## config.mk

```make
export PLATFORM = sky130hd
export DESIGN_NAME = switch_debouncer
export DESIGN_NICKNAME = d
export VERILOG_FILES = /design/src/rtl/switch_debouncer.sv
export SDC_FILE = /design/constraint.sdc
export NUM_CORES = 1
export LEC_CHECK = 0
export ABC_AREA = 0
export CORE_MARGIN = 4
export CORE_UTILIZATION = 55
export DETAILED_ROUTE_END_ITERATION = 8
export HOLD_SLACK_MARGIN = 0.15
export PLACE_DENSITY = 0.73
export SLEW_MARGIN = 20
export SYNTH_ARGS = -nofsm -noshare
export SYNTH_HDL_FRONTEND = slang
export SYNTH_SLANG_ARGS = --single-unit
export TNS_END_PERCENT = 30
```

## constraint.sdc

```tcl
create_clock -name clk -period 2.5 [get_ports clk]
set_clock_uncertainty 0.2 [all_clocks]
set_input_delay 0.25 -clock clk [delete_from_list [all_inputs] [get_ports clk]]
set_output_delay 0.25 -clock clk [all_outputs]
set_load 0.005 [all_outputs]
```

## src/rtl/switch_debouncer.sv

```systemverilog
// switch_debouncer: per-bit two-flop synchronizer followed by a saturating
// persistence counter. A bit's debounced level changes only after the
// synchronized level has differed from it for DEBOUNCE_CNT consecutive
// cycles. Each accepted change produces a one-cycle rise or fall pulse.
module switch_debouncer #(
  parameter int unsigned WIDTH        = 4,
  parameter int unsigned DEBOUNCE_CNT = 240000
) (
  input  logic             clk,
  input  logic             nreset,
  input  logic [WIDTH-1:0] s_raw,
  output logic [WIDTH-1:0] s_db,
  output logic [WIDTH-1:0] rise,
  output logic [WIDTH-1:0] fall,
  output logic             changed
);

  localparam int unsigned CNT_W = $clog2(DEBOUNCE_CNT);
  localparam logic [CNT_W-1:0] CNT_LAST = CNT_W'(DEBOUNCE_CNT - 1);

  logic [WIDTH-1:0]            sync1_q;
  logic [WIDTH-1:0]            sync2_q;
  logic [WIDTH-1:0]            s_db_q;
  logic [WIDTH-1:0]            s_db_d;
  logic [WIDTH-1:0]            rise_q;
  logic [WIDTH-1:0]            rise_d;
  logic [WIDTH-1:0]            fall_q;
  logic [WIDTH-1:0]            fall_d;
  logic [WIDTH-1:0][CNT_W-1:0] cnt_q;
  logic [WIDTH-1:0][CNT_W-1:0] cnt_d;

  // Two-flop synchronizer on the raw asynchronous switch levels
  always_ff @(posedge clk or negedge nreset) begin
    if (!nreset) begin
      sync1_q <= '0;
      sync2_q <= '0;
    end else begin
      sync1_q <= s_raw;
      sync2_q <= sync1_q;
    end
  end

  // Per-bit persistence counting; any cycle agreeing with s_db clears the count
  always_comb begin
    s_db_d = s_db_q;
    rise_d = '0;
    fall_d = '0;
    cnt_d  = '0;
    for (int i = 0; i < int'(WIDTH); i++) begin
      if (sync2_q[i] != s_db_q[i]) begin
        if (cnt_q[i] == CNT_LAST) begin
          s_db_d[i] = sync2_q[i];
          rise_d[i] = sync2_q[i];
          fall_d[i] = ~sync2_q[i];
        end else begin
          cnt_d[i] = cnt_q[i] + CNT_W'(1);
        end
      end
    end
  end

  // Debounced level, counters and edge pulses
  always_ff @(posedge clk or negedge nreset) begin
    if (!nreset) begin
      s_db_q <= '0;
      rise_q <= '0;
      fall_q <= '0;
      cnt_q  <= '0;
    end else begin
      s_db_q <= s_db_d;
      rise_q <= rise_d;
      fall_q <= fall_d;
      cnt_q  <= cnt_d;
    end
  end

  assign s_db    = s_db_q;
  assign rise    = rise_q;
  assign fall    = fall_q;
  assign changed = |(rise_q | fall_q);

endmodule

```

==> impl_metrics.json <==
{
  "status": "complete, no violations",
  "cts_made_buffers": 9,
  "wl_um": 7660,
  "worstMarginPinSlew_ns": 0.565,
  "root_buffer": "clkbuf_8",
  "p_comb_frac": 0.040,
  "cellPowerDensity_mw_per_mm2": 519,
  "ant_nets": 0,
  "hold_path_class": "reg -> reg",
  "finalHoldViolCount": 0,
  "grt_max_degree": 50,
  "antennaDiodeCount": 0,
  "critical_path_class": "reg -> reg",
  "gr-usage-all-layers": 0.183,
  "synth.distinct_cells": 47,
  "grt_antenna_before_repair": 0,
  "gp_congestion": 0.856,
  "ys_top_cells_by_area": "dfrtp_1 (54%), xnor2_1 (6.1%), xor2_1 (5.5%)",
  "core_area_mm2": 0.00741,
  "start_util": 0.580,
  "start_kind": "register",
  "drtPass1Iterations": 4,
  "die_x_um": 96.4,
  "routedWlPerCell_um": 14.1,
  "required_ns": 2.58,
  "async_reset_ff_frac": 1.00,
  "die_y_um": 96.4,
  "place_ws_ns": 0.436,
  "p_leak_nw": 1.96,
  "synth_edf_count": 0,
  "post_cts_resized": 0,
  "dieArea_mm2": 0.00929,
  "p_clk_frac": 0.349,
  "gr-total-overflow": 0,
  "internal-power_w": 0.00193,
  "grt_use_met3": 0.0527,
  "startpoint": "cnt_q[0]$_DFF_PN0_",
  "crit_arrival_ns": 2.18,
  "cp-endpoint": "cnt_q[16]$_DFF_PN0_",
  "power_frac_seq": 0.611,
  "max_freq_ghz": 0.477,
  "vias": 3057,
  "maxSlewViolCount": 0,
  "clk_pin_slew_ns": 0.08,
  "busiest_layer": "met2",
  "portBuffers": 18,
  "finalCritPeriodShare": 0.839,
  "seq_area_frac_synth": 0.536,
  "crit_fanout": 5,
  "fin_tns_setup_ns": 0,
  "clockBufferDepth": 2,
  "ios": 19,
  "yosysWarnings": 0,
  "h-tree-depth": 3,
  "p_sw_frac": 0.229,
  "cts_tree": "yes",
  "synthesis.area_mm2": 0.00430,
  "rsz0062_at_grt": "false",
  "finalWorstSetupSlack_ns": 0.402,
  "cap_violations": 0,
  "dp_hpwl_um": 5400,
  "synth_top_area_frac": 0.536,
  "rows": 31,
  "setup-violations-final": 0,
  "vdd.ir_drop.worst_mv": 0.345,
  "mappedNetlistNets": 419,
  "drive_above_1_share": 0.0878,
  "r2r_setup_slack_ns": 0.40,
  "use_met2": 0.283,
  "cp-end-kind": "register",
  "use_met1": 0.249,
  "max_slew_margin": 0.623,
  "via_per_inst": 5.63,
  "cts_sinks": 92,
  "synth_flop_cell": "dfrtp_1",
  "p_switching_w": 0.000574,
  "yosysTopAreaCell": "dfrtp_1",
  "synth_cells": 409,
  "drc": 0,
  "grt_pass1_vias": 2859,
  "area_delta_synth_final_pct": 12.5,
  "fin_crit_ns": 2.10,
  "r2r_end": "cnt_q[16]$_DFF_PN0_",
  "fillCellCount": 599,
  "worstRegToRegCells": 5,
  "clkLatencyLatePin_ns": 0.35,
  "syn_avg_cell_area_um2": 10.5,
  "fin_nets": 449,
  "grt_pass1_wl_um": 13200,
  "r2r_start": "cnt_q[0]$_DFF_PN0_",
  "first_iter_violations": 132,
  "yosys_register_bits": 92
}
==> synth_stat cells (6+ instances only) <==
cell	instances
nand4_1	22
nor3_1	10
nand3_1	28
clkbuf_1	7
xor2_1	27
nor4_1	11
nor3b_1	9
dfrtp_1	92
o21ai_0	6
xnor2_1	30
and3_1	6
or3_1	6
nand2_1	20
and4_1	6
a21oi_1	11
nor2_1	61
==> state kept, by name, summed over array words and instances, names as in the netlist <==
name	count
cnt_q	72
fall	4
rise	4
s_db	4
sync1_q	4
sync2_q	4
==> final cells by class <==
| class | count | area [µm²] | area share |
|---|---|---|---|
| sequential | 92 | 2300 | 0.476 |
| multi-input combinational | 303 | 1940 | 0.401 |
| timing repair buffer | 29 | 285 | 0.0590 |
| clock buffer | 12 | 145 | 0.0300 |
| tap | 99 | 124 | 0.0256 |
| clock inverter | 4 | 25.0 | 0.00518 |
| inverter | 4 | 15.0 | 0.00311 |
==> worst max-delay path, cell delays in order, from the launching register on <==
cell     delay (ns)
dfrtp_1        0.39
ha_1           0.23
nand3_2        0.14
or4_4          0.57
or3_1          0.35
a21oi_1        0.15
==> cells in the final DEF, fill, tap and decap left out, drive strengths merged, types with 5 or more instances in the layout <==
cell type / instances
or2: 7
nand3: 30
a21oi: 11
and3: 7
nor3b: 9
nand4: 23
and4: 7
nor3: 10
xnor2: 30
clkbuf: 12
nor4: 13
clkdlybuf4s50: 17
nand2: 20
or4: 5
dfrtp: 92
o21ai: 8
dlygate4sd3: 5
nor2: 61
buf: 7
xor2: 27
or3: 7
==> power groups by stage <==
| stage | Sequential, W | Clock, W | Combinational (W) |
|---|---|---|---|
| 6_report | 0.00153 | 0.000874 | 0.000101 |
| 5_1_grt | 0.00154 | 0.000974 | 0.000117 |
| 4_1_cts | 0.00153 | 0.000912 | 0.000103 |
| 3_5_place_dp | 0.00156 | 0 | 0.0000980 |
| 3_3_place_gp | 0.00156 | 0 | 0.0000953 |
| 2_1_floorplan | 0.00155 | 0 | 0.0000469 |
==> worst min-delay path by stage <==
| stage | startpoint | end | slack (ns) | cells after the start |
|---|---|---|---|---|
| 2_1_floorplan | nreset | cnt_q[0]$_DFF_PN0_ | -0.25 | 0 |
| 3_5_place_dp | nreset | cnt_q[45]$_DFF_PN0_ | 0.08 | 1 |
| 6_report | sync1_q[3]$_DFF_PN0_ | sync2_q[3]$_DFF_PN0_ | 0.15 | 0 |
| 3_3_place_gp | nreset | cnt_q[45]$_DFF_PN0_ | 0.07 | 1 |
| 5_1_grt | sync1_q[0]$_DFF_PN0_ | sync2_q[0]$_DFF_PN0_ | 0.15 | 0 |
| 4_1_cts | sync1_q[0]$_DFF_PN0_ | sync2_q[0]$_DFF_PN0_ | 0.15 | 0 |
==> cell families after synthesis <==
family                   share of synthesized area
adder cells (fa/ha/maj)                     0.0116
multiplexers                                0.0128
AO/OA/AOI/OAI                               0.0390
AND/OR/NAND/NOR                              0.271
flip-flops                                   0.536
buffers and inverters                       0.0137
XOR/XNOR                                     0.116
==> routing by layer <==
layer / vias to the layer above / routed length [µm] / share of wire
li1: 1511 / - / -
met1: 1468 / 3680 / 0.48
met2: 67 / 3540 / 0.46
met5: - / 0 / 0
met4: 0 / 87 / 0.011
met3: 11 / 360 / 0.047
==> per-stage QoR <==
stage	hold slack, ns	utilization	instance area, µm²	instances	power (W)
finish	0.153	0.652	4830	543	0.00251
global route	0.154	0.652	4830	543	0.00263
CTS	0.155	0.651	4820	542	0.00255
detailed placement	0.0765	0.623	4610	522	0.00166
global placement	0.0702	0.623	4610	522	0.00166
floorplan	-0.246	-	4300	409	0.00160
==> timing repair <==
action,CTS,global route
hold buffers,4,1
endpoints found under the hold margin,95,1
endpoints found under the setup margin,0,0
setup buffers,0,0
No activity file was read; power rests on OpenSTA's default activity.
